## config.mk

```make
export PLATFORM = sky130hd
export DESIGN_NAME = idma_axis_write_arbiter
export DESIGN_NICKNAME = d
export VERILOG_FILES = /design/src/rtl/idma_axis_write_arbiter.sv
export SDC_FILE = /design/constraint.sdc
export NUM_CORES = 1
export LEC_CHECK = 0
export ABC_AREA = 1
export CORE_AREA = 4 4 169 171
export CTS_CLUSTER_DIAMETER = 100
export CTS_CLUSTER_SIZE = 40
export DETAILED_ROUTE_END_ITERATION = 8
export DIE_AREA = 0 0 173 175
export GPL_TIMING_DRIVEN = 0
export PLACE_DENSITY_LB_ADDON = 0.08
export RECOVER_POWER = 100
export SLEW_MARGIN = 15
export SYNTH_ARGS = -nofsm -noshare
export SYNTH_HDL_FRONTEND = slang
export SYNTH_SLANG_ARGS = --single-unit
```

## constraint.sdc

```tcl
create_clock -name clk_i -period 3.6 [get_ports clk_i]
set_input_delay 0.36 -clock clk_i [delete_from_list [all_inputs] [get_ports clk_i]]
set_output_delay 0.36 -clock clk_i [all_outputs]
set_load 0.01 [all_outputs]
```

## src/rtl/idma_axis_write_arbiter.sv

```systemverilog
// Packet-granular round-robin arbiter sharing one AXIS write manager port among NumInp backends.
// Optional performance counters are enabled with `define IDMA_AXIS_WRITE_ARB_PERF_EN.
module idma_axis_write_arbiter #(
  parameter int unsigned NumInp    = 4,
  parameter int unsigned DataWidth = 64,
  parameter int unsigned StrbWidth = DataWidth / 8,
  parameter int unsigned CntWidth  = 32,
  parameter int unsigned IdxWidth  = (NumInp > 1) ? $clog2(NumInp) : 1
) (
  input  logic                          clk_i,
  input  logic                          rst_i,
  input  logic [NumInp-1:0]             inp_tvalid_i,
  output logic [NumInp-1:0]             inp_tready_o,
  input  logic [NumInp*DataWidth-1:0]   inp_tdata_i,
  input  logic [NumInp*StrbWidth-1:0]   inp_tkeep_i,
  input  logic [NumInp-1:0]             inp_tlast_i,
  output logic                          oup_tvalid_o,
  input  logic                          oup_tready_i,
  output logic [DataWidth-1:0]          oup_tdata_o,
  output logic [StrbWidth-1:0]          oup_tkeep_o,
  output logic                          oup_tlast_o,
  output logic [IdxWidth-1:0]           oup_tid_o,
  output logic                          busy_o,
  output logic [CntWidth-1:0]           beat_cnt_o,
  output logic [CntWidth-1:0]           pkt_cnt_o
);

  typedef enum logic {IDLE, LOCKED} state_e;

  state_e              state_q, state_d;
  logic [IdxWidth-1:0] lock_idx_q, lock_idx_d;
  logic [IdxWidth-1:0] rr_ptr_q, rr_ptr_d;
  logic [IdxWidth-1:0] rr_sel, sel, cand_idx;
  logic                any_valid, hs;
  int                  cand;

  logic [DataWidth-1:0] data_arr [NumInp];
  logic [StrbWidth-1:0] keep_arr [NumInp];

  for (genvar i = 0; i < NumInp; i++) begin : g_unpack
    assign data_arr[i] = inp_tdata_i[i*DataWidth +: DataWidth];
    assign keep_arr[i] = inp_tkeep_i[i*StrbWidth +: StrbWidth];
  end

  function automatic logic [IdxWidth-1:0] wrap_inc(input logic [IdxWidth-1:0] idx);
    if (int'(idx) >= int'(NumInp) - 1) return '0;
    return idx + IdxWidth'(1);
  endfunction

  // Scan from the farthest offset down so the nearest valid requester after rr_ptr wins.
  always_comb begin
    rr_sel    = rr_ptr_q;
    any_valid = 1'b0;
    cand      = 0;
    cand_idx  = '0;
    for (int k = int'(NumInp) - 1; k >= 0; k--) begin
      cand = int'(rr_ptr_q) + k;
      if (cand >= int'(NumInp)) cand = cand - int'(NumInp);
      cand_idx = IdxWidth'(cand);
      if (inp_tvalid_i[cand_idx]) begin
        rr_sel    = cand_idx;
        any_valid = 1'b1;
      end
    end
  end

  // Handshake: a beat transfers when oup_tvalid_o and oup_tready_i are both high at a rising
  // clk edge; once tvalid is shown the selected source is held until that beat is accepted.
  always_comb begin
    sel = '0;
    if (!rst_i) sel = (state_q == LOCKED) ? lock_idx_q : rr_sel;
  end

  assign oup_tvalid_o = !rst_i && inp_tvalid_i[sel];
  assign oup_tdata_o  = data_arr[sel];
  assign oup_tkeep_o  = keep_arr[sel];
  assign oup_tlast_o  = inp_tlast_i[sel];
  assign oup_tid_o    = sel;
  assign inp_tready_o = rst_i ? '0 : (NumInp'(oup_tready_i) << sel);
  assign busy_o       = !rst_i && (state_q == LOCKED);
  assign hs           = oup_tvalid_o && oup_tready_i;

  always_comb begin
    state_d    = state_q;
    lock_idx_d = lock_idx_q;
    rr_ptr_d   = rr_ptr_q;
    case (state_q)
      IDLE: begin
        if (any_valid) begin
          if (hs && oup_tlast_o) begin
            rr_ptr_d = wrap_inc(sel);
          end else begin
            state_d    = LOCKED;
            lock_idx_d = sel;
          end
        end
      end
      LOCKED: begin
        if (hs && oup_tlast_o) begin
          state_d  = IDLE;
          rr_ptr_d = wrap_inc(lock_idx_q);
        end
      end
      default: state_d = IDLE;
    endcase
  end

  always_ff @(posedge clk_i or posedge rst_i) begin
    if (rst_i) begin
      state_q    <= IDLE;
      lock_idx_q <= '0;
      rr_ptr_q   <= '0;
    end else begin
      state_q    <= state_d;
      lock_idx_q <= lock_idx_d;
      rr_ptr_q   <= rr_ptr_d;
    end
  end

`ifdef IDMA_AXIS_WRITE_ARB_PERF_EN
  logic [CntWidth-1:0] beat_cnt_q, pkt_cnt_q;

  always_ff @(posedge clk_i or posedge rst_i) begin
    if (rst_i) begin
      beat_cnt_q <= '0;
      pkt_cnt_q  <= '0;
    end else if (hs) begin
      beat_cnt_q <= beat_cnt_q + CntWidth'(1);
      if (oup_tlast_o) pkt_cnt_q <= pkt_cnt_q + CntWidth'(1);
    end
  end

  assign beat_cnt_o = beat_cnt_q;
  assign pkt_cnt_o  = pkt_cnt_q;
`else
  assign beat_cnt_o = '0;
  assign pkt_cnt_o  = '0;
`endif

endmodule
```

### Yosys cells after proc, flatten, opt, wreduce, memory -nomap -nowiden

Cells that the tools add are included.

* register bits after elaboration: 5
* output and inout port bits: 145
* bits of input ports: 299

* bitwise gates (word level): 3
* multiplexer cells: 51
* eq/ne operators: 3
* shift-type cells: 1
* $lt $le $gt $ge: 12
* $add $sub $neg: 9
* reductions and logical operators: 7

Operators with widths (count)
* binary-select mux 64 bit (select 2 bit): 1
* 2-to-1 mux 64 bit: 2
* 2-to-1 mux 2 bit: 17
* 2-to-1 mux 1 bit: 19
* binary-select mux 8 bit (select 2 bit): 1
* 2-to-1 mux 8 bit: 2
* less-than comparator 2 x 3 -> 1 bit, second input constant: 5
* binary-select mux 1 bit (select 2 bit): 6
* >= comparator 3 bit, second input constant: 4
* subtractor 2 x 1 -> 2 bit, second input constant: 4
* adder 2 x 2 -> 3 bit, second input constant: 2
* AND reduction 3 bit: 2
* adder 2 x 1 -> 2 bit, second input constant: 2
* >= comparator 2 bit, second input constant: 2
* logical AND 1 bit: 4
* 2-to-1 mux 4 bit: 1
* inequality test 2 bit, second input constant: 2
* one-hot mux 2 bit (2 select lines): 1
* left shift 1 x 2 -> 4 bit: 1
* adder 2 x 1 -> 3 bit, second input constant: 1
* >= comparator 2 x 3 -> 1 bit, second input constant: 1
* NOT 2 -> 3 bit: 1
* inequality test 2 x 1 -> 1 bit, second input constant: 1
* NOT 1 bit: 2
* other kinds (2): 2

### Depth between registers and ports, before layout

Gate-level depths: netlist of the first run.

* depth in word-level cells: 23
* gate-level depth with buffers: 20
* mapped depth without buffers: 19

### Least setup slack after synthesis of the first run

No wires, ideal clock.

* kind: register -> output
* start point: reg rr_ptr_q[1]
* end point: out inp_tready_o[0]
* cell stages (with the launch flop): 17
* arrival time: 1.867 ns
* setup slack: 1.373 ns
* path buffers: 3
* path through: dfrtp_1 -> buf_6 -> inv_2 -> nand2_1 -> nand2_1 -> nand2_1 -> nand2_2 -> inv_2 -> nand2_1 -> nand2_1 -> nand2_2 -> nand3_4 -> nand2_4 -> inv_4 -> buf_6 -> buf_6 -> nor4_1

* cells in the longest elaborated chain, start to end: 13

Ends and longest elaborated chain
* start, declared: line 32 `logic [IdxWidth-1:0] rr_ptr_q, rr_ptr_d;`
* start signal, assigned: line 116 `rr_ptr_q <= rr_ptr_d;`
* adder 2 x 2 -> 3 bit: line 57 `cand = int'(rr_ptr_q) + k;`
* >= comparator 3 bit or subtractor 2 x 1 -> 2 bit (tied branches): line 58 `if (cand >= int'(NumInp)) cand = cand - int'(NumInp);`
* 2-to-1 mux 2 bit: line 58
* binary-select mux 1 bit (select 2 bit): line 60 `if (inp_tvalid_i[cand_idx]) begin`
* 2-to-1 mux 1 bit (not written as such): line 60
* 2-to-1 mux 2 bit (3 in series): line 60
* 2-to-1 mux 2 bit (*): line 60
* 2-to-1 mux 2 bit (*) (2 in series): line 71 `if (!rst_i) sel = (state_q == LOCKED) ? lock_idx_q : rr_sel;`
* via oup_tid_o[0]: line 22 `output logic [IdxWidth-1:0] oup_tid_o,`
* left shift 1 x 2 -> 4 bit (*): line 79 `assign inp_tready_o = rst_i ? '0 : (NumInp'(oup_tready_i) << sel);`
* 2-to-1 mux 4 bit (*): line 79
* end, declared: line 13 `output logic [NumInp-1:0] inp_tready_o,`

The timed path passes the listed nets; every way through them passes the cells marked *. The select of a mux whose other input is x is not followed.

### Final worst setup path of the first run

* start point: in inp_tvalid_i[3]
* end point: out oup_tdata_o[35]

* cells in the longest elaborated chain, start to end: 12

Ends and longest elaborated chain
* start, declared: line 12 `input logic [NumInp-1:0] inp_tvalid_i,`
* binary-select mux 1 bit (select 2 bit): line 60
* 2-to-1 mux 1 bit (not written as such): line 60
* 2-to-1 mux 2 bit (3 in series): line 60
* 2-to-1 mux 2 bit (*): line 60
* 2-to-1 mux 2 bit (*) (2 in series): line 71
* NOT 2 -> 3 bit (not written as such) (*): line 75 `assign oup_tdata_o = data_arr[sel];`
* binary-select mux 64 bit (select 2 bit) (*): line 75
* 2-to-1 mux 64 bit (not written as such) (*) (2 in series): line 75
* end, declared: line 19 `output logic [DataWidth-1:0] oup_tdata_o,`

Mark *: on every way between the ends. The rest lies on a longest branch, timed or not. The select of a mux whose other input is x is not followed.

==> results.yml, run 1 <==
clock_network:
  clockBufferDepth: 2
  tritoncts: "built"
  cts.reportedPaths.clkPinSlew_ns: 0.03
  clock-root-buffer: "clkbuf_16"
  htree_levels: 1
  cts.sinks: 5
  worstSkewPairLatency_ns: 0.23
  numCtsBuffers: 3
detailed_routing:
  drt-total-wl_um: 24100
  first_iter_violations: 196
  wl_per_cell_um: 17.5
  drt_pass1_iterations: 4
  vias_per_cell: 3.96
  wl_met1_um: 9580
  dr_total_vias: 5452
  wl_met2_um: 12400
  wl_met3_um: 1810
  ant_nets: 0
  drc: 0
  top_layer_used: "met5"
cells_and_area:
  num-fill-cells: 2987
  diodes: 0
  area_growth_pct: 124
  layout-drive-gt1-share_pct: 23.1
  layout_commonest_cell: "clkdlybuf4s50_1"
  seq_area_um2: 125
  multi_input_area_um2: 3030
  final_cell_mix: "clkdlybuf4s50_1, nor2_1, o21ai_0"
  fin_util_pct: 32.1
  final_nets: 1338
place:
  hpwl_um: 20000
  port_buffers: 379
  gp_congestion: 0.758
timing:
  finClkSkew_ns: 0.000409
  max_clock_freq_ghz: 0.296
  hold_ws_ns: 0.505
  fin_setup_tns_ns: 0
  rsz0062_at_grt: "true"
  hold_violations: 0
  period_minus_slack_ns: 3.38
  final_max_slew_viol_count: 0
  min_period_over_period_pct: 93.9
  setup-violations-final: 0
synthesis:
  synth_cell_types: 32
  yosysSeqAreaShare_pct: 3.24
  synth_area_um2: 3860
  ys_seq_elements: 5
  syn_inst: 588
  postSynthAreaPerCell_um2: 6.56
  ys_warn_count: 0
worst_setup_path:
  r2r-start: "rr_ptr_q[0]"
  r2r_end: "rr_ptr_q[1]"
  worstSetupStartpointType: "input port"
  regToRegSetupSlack_ns: 1.16
  worstPathMaxFanout: 10
  end_kind: "output port"
  worst_ep_arrival_time_ns: 3.02
  worst-r2r-cell-count: 16
  required_ns: 3.24
  worstSetupPathType: "in2out"
pwr:
  ir_drop_v: 0.000178
  leakage_nw: 3.98
  power.density_nw_per_um2: 531
floorplan:
  coreArea_um2: 26900
  die_h_um: 175
  pin_count: 444
  dieArea_um2: 30300
  start_util_pct: 14.4
  die-width_um: 173
  placementRows: 60
outcome:
  outcome: "finished, final reports clean"
worst_hold_path:
  holdPathEnd: "lock_idx_q[1]"
  hold_path_depth: 2
  hp-class: "reg2reg"
  min_from: "lock_idx_q[1]"
grt:
  antenna_found_initial: 1
  grt_pass1_wl_um: 34800
  first_global_vias: 5520
  grtUsageTotal_pct: 14.5
  grt_max_degree: 12
  grt_overflow: 0
run:
  cap_violations: 0
==> worst max-delay path by stage <==
| stage | to | cells after the start | start | slack, ns |
|---|---|---|---|---|
| after CTS | oup_tdata_o[62] | 15 | inp_tvalid_i[3] | 0.002 |
| after detailed placement | oup_tdata_o[10] | 16 | inp_tvalid_i[3] | -0.15 |
| after global placement | oup_tdata_o[9] | 16 | inp_tvalid_i[3] | -0.18 |
| after global routing | oup_tdata_o[35] | 17 | inp_tvalid_i[3] | -0.02 |
| after floorplan | inp_tready_o[0] | 16 | rr_ptr_q[1] | 1.37 |
| final | oup_tdata_o[35] | 17 | inp_tvalid_i[3] | 0.22 |
==> routing by layer <==
layer / vias to the layer above / GRT usage (%)
met5: - / 0
met1: 2377 / 16.6
li1: 2803 / -
met4: 2 / 2.10
met3: 16 / 4.22
met2: 254 / 27.3
==> stage by stage <==
| step | instances | setup WS [ns] | area (um^2) | power (mW) |
|---|---|---|---|---|
| finish | 1377 | 0.218 | 8630 | 4.58 |
| global route | 1377 | -0.0188 | 8630 | 4.99 |
| CTS | 1375 | 0.00166 | 8420 | 4.71 |
| detailed placement | 1371 | -0.153 | 8320 | 4.49 |
| global placement | 1371 | -0.177 | 8320 | 4.53 |
| floorplan | 651 | 1.37 | 4100 | 2.45 |
==> cells in the mapped netlist (all sizes together) <==
library cell / n / area [um^2]
nand3: 16 / 92.6
dfrtp: 5 / 125
a21oi: 2 / 10.0
o211ai: 1 / 7.51
a21boi: 1 / 11.3
conb: 1 / 3.75
nand2: 48 / 208
nor2: 157 / 882
inv: 15 / 58.8
a31oi: 1 / 6.26
buf: 105 / 858
mux2i: 1 / 10.0
ha: 2 / 25.0
nor4: 1 / 6.26
or2: 1 / 6.26
o22ai: 72 / 763
o21ai: 147 / 736
clkbuf: 9 / 33.8
nor3: 3 / 15.0
==> area by class of cell <==
cell class | count | area share (%)
multi-input cells | 517 | 35.2
clock buffers | 4 | 0.913
inverters | 15 | 0.710
plain buffers | 114 | 11.1
well taps | 341 | 4.94
flip-flops and latches | 5 | 1.45
repair buffers | 381 | 45.7
==> where the power goes <==
| part | leakage, nW | switching, mW | internal [mW] |
|---|---|---|---|
| sequential | 0.0624 | 0.0228 | 0.0809 |
| clock | 0.0382 | 0.0347 | 0.147 |
| combinational | 3.88 | 2.25 | 2.05 |
| total | 3.98 | 2.31 | 2.28 |
==> critical path, cell delays in order <==
cell             delay (ns)
clkdlybuf4s50_1        0.51
inv_1                  0.09
nand2_2                0.08
nand3_1                0.09
nand2_1                0.11
inv_2                  0.03
nand2_1                0.04
nand2_1                0.06
nand3_1                0.12
nand3_4                0.12
nand2_4                0.13
buf_8                  0.18
buf_12                 0.17
buf_12                 0.19
nor2_4                 0.04
o22ai_2                0.10
clkdlybuf4s50_1        0.56
==> kinds of logic (layout without fill, tap and decap cells) <==
logic type      Yosys count  count (layout)  synth area share [%]
fa+ha+maj                 2               2                 0.648
other cells               1              64                0.0972
buf+inv                 129             514                  24.6
flops                     5               5                  3.24
compound gates          224             224                  39.8
mux                       1               1                 0.259
simple gates            226             226                  31.4
==> registers in the layout, summed over array words and instances, names as in the netlist <==
register and count:
lock_idx_q 2, rr_ptr_q 2, state_q 1
==> what timing repair did <==
item                                    CTS  global route
gates resized for setup                  13            80
gates cloned                              0             0
endpoints found under the setup margin   62            72
pin swaps                                 0             1
setup buffers                             0             2
hold buffers                              0             0
Power figures use the tool's default switching activity.
==> run 2, diff against run 1 <==
- GPL_ROUTABILITY_DRIVEN: unset -> 0
==> results of run 2 <==
The final DEF is identical to that of run 1; final timing and power are the same.
==> RTL change 1, RTL diff (settings of run 1) <==
The option `IDMA_AXIS_WRITE_ARB_PERF_EN` is turned on by a define.
--- a/src/rtl/idma_axis_write_arbiter.sv
+++ b/src/rtl/idma_axis_write_arbiter.sv
@@ -2,2 +2,4 @@
 // Optional performance counters are enabled with `define IDMA_AXIS_WRITE_ARB_PERF_EN.
+`define IDMA_AXIS_WRITE_ARB_PERF_EN
+
 module idma_axis_write_arbiter #(
Function: changed (a bounded check fails within 4 cycles, from zero or initial values and one cycle with rst_i high).
==> RTL change 1 against run 1 <==
- the flow now finishes with violations (max-capacitance violations, max-slew violations)
- utilization up 13 points
- power grew 52%
- global-route usage increased by 11 points
- sequential power rose to 14 times the old value
- critical path depth fell by 1
- first-iteration DRC count grew to 3.0 times the old value
- worst setup slack worse by 0.049 ns
- hold slack improved by 0.0084 ns
- cell area is 39% higher
- wire length increased by 70%
- register-to-register slack got worse by 0.49 ns
- area after synthesis is 71% higher
- sequential cell count increased by 64
==> RTL change 1: results (changes against run 1) <==
metric	value	unit	change
status	finished, violations left		
violated checks	max-capacitance violations, max-slew violations		
Seq/Total Area, Yosys	26.21	%	+23 points
Synth top cells by count	nand2_1 (228), nor2_1 (197), o21ai_0 (147)		
Setup Skew	0.01376	ns	+0.01335 ns
Worst R2R End	beat_cnt_o[24]$_DFFE_PP0P_		
filler cell count	2903		-2.8%
CTS Buf Count	9		+6
Post-Route WL	40.87	mm	+70%
vias in the first global route	9082		+65%
Post-DP HPWL	34.49	mm	+72%
first-pass GRT wire length	58.24	mm	+67%
largest net degree at the start of global routing	47		+35
setup slack at placement	-0.7822	ns	-0.6293 ns
leak pwr	5.106	nW	+28%
post-synth cell types	31		-3.1%
Placed Area	11480	sq um	+38%
PortBufs	443		+17%
Tot GR Track Use	25.36	%	+11 points
internal power	0.003737	W	+64%
routability cong.	0.9764		+29%
Area contributors post-synth	dfrtp_1 (26%), nand2_1 (13%), nor2_1 (11%)		
Final nets	1818		+36%
Critical Path AT	3.07	ns	+0.05 ns
Slew Viols, Final	47		+47
MaxCap Viol Count	1		+1
first drt pass iteration count	5		+1
==> RTL change 1: power groups by stage <==
stage	logic, W	registers [W]	clock network [W]
floorplan	0.00210	0.00149	0
global placement	0.00471	0.00147	0
detailed placement	0.00471	0.00148	0
CTS	0.00473	0.00147	0.000944
global route	0.00498	0.00151	0.000976
finish	0.00461	0.00145	0.000928
==> RTL change 1: layout make-up <==
class	instances	share of cell area [%]
plain buffers	63	3.942
diodes	6	0.1251
flip-flops and latches	69	14.39
clock inverters	3	0.3545
repair buffers	448	37.45
multi-input cells	847	35.42
well taps	341	3.556
clock buffers	13	2.252
inverters	78	2.513
==> RTL change 1: repair_timing <==
item | 4_1_cts | 5_1_grt
setup buffers | 2 | 2
pin swaps | 2 | 0
setup endpoints to repair | 74 | 56
resized for setup | 89 | 62
hold endpoints to repair | 0 | 0
==> RTL change 1: cells by family (layout without fill, tap and decap cells) <==
group / after synthesis / in the layout / synth area share [%]
fa+ha+maj: 3 / 3 / 0.5699
xor+xnor: 58 / 58 / 7.711
simple gates: 512 / 512 / 31.97
other cells: 0 / 6 / 0
flops: 69 / 69 / 26.21
compound gates: 274 / 274 / 24.10
buf+inv: 141 / 605 / 9.440
==> RTL change 1: worst min-delay path: cells and delay by family, from the launching register on <==
kind | cells | cell delay (ns)
AO/OA/AOI/OAI | 1 | 0.05
AND/OR/NAND/NOR | 1 | 0.07
flip-flops | 1 | 0.36
==> RTL change 1: layer usage <==
metal	share of wire, %	track usage, %	wire [microns]	up-vias
met5	0.11	0	44	-
met4	3.1	8.048	1269	6
met3	6.6	5.625	2711	62
met2	50	45.43	20480	326
met1	40	30.21	16360	4214
li1	-	-	-	4462
==> RTL change 2, RTL diff (settings of run 1) <==
Without the edit above. Set the parameter `DataWidth` to 96 (it was 64).
--- a/src/rtl/idma_axis_write_arbiter.sv
+++ b/src/rtl/idma_axis_write_arbiter.sv
@@ -4,3 +4,3 @@
   parameter int unsigned NumInp    = 4,
-  parameter int unsigned DataWidth = 64,
+  parameter int unsigned DataWidth = 96,
   parameter int unsigned StrbWidth = DataWidth / 8,
Ports: changed (resized inp_tdata_i, inp_tkeep_i, oup_tdata_o and oup_tkeep_o); port bits go from 444 to 624. No check against the original RTL was run, so the function may have changed too.
==> RTL change 2 against run 1 <==
- the flow now stops in I/O pin placement (3_2_place_iop)
- area after synthesis grew 4.6%
==> RTL change 2: results (changes against run 1) <==
metric	value	unit	change
Synth top cells by count	nor2_1 (225), o21ai_0 (218), o22ai_1 (108)		
Synth async-reset ratio	100.0	%	unchanged
Exit stage	I/O pin placement (3_2_place_iop)		
post-synth cell types	25		-22%
top_reg_cell synth	dfrtp_1		
Rows	60		unchanged
warnings from Yosys	0		unchanged
Area contributors post-synth	o21ai_0 (27%), nor2_1 (21%), o22ai_1 (17%)		
Seq/Total Area, Yosys	3.099	%	-0.14 points
synthesized instance count	790		+34%
status	did not finish		
stop err	[ERROR PPL-0024] Number of IO pins (624) exceeds maximum number of available positions (622). Increase the die perimeter from 696.00um to 848.64um.		
register bit count reported by yosys	5		unchanged
## RTL change 2: cell types whose count changed after synthesis, moves of 4 or more
| cell | before | now |
|---|---|---|
| nor2_1 | 102 | 225 |
| o21ai_0 | 95 | 218 |
| o22ai_1 | 22 | 108 |
| o21ai_1 | 52 | 1 |
| o22ai_2 | 50 | 0 |
| nor2_4 | 31 | 0 |
| buf_2 | 17 | 43 |
| nor2_2 | 24 | 1 |
| buf_6 | 16 | 4 |
| clkbuf_1 | 9 | 18 |
| nand2_1 | 41 | 50 |
| clkbuf_2 | 0 | 4 |
| nand2_2 | 5 | 1 |
## RTL change 2: cells by family after synthesis
logic type	count (synthesis)	synth area share [%]
multiplexers	1	0.2479
adder cells (fa/ha/maj)	2	0.6197
AND/OR/NAND/NOR	298	28.79
other	1	0.09288
flip-flops	5	3.099
AO/OA/AOI/OAI	330	44.25
buffers and inverters	153	22.90
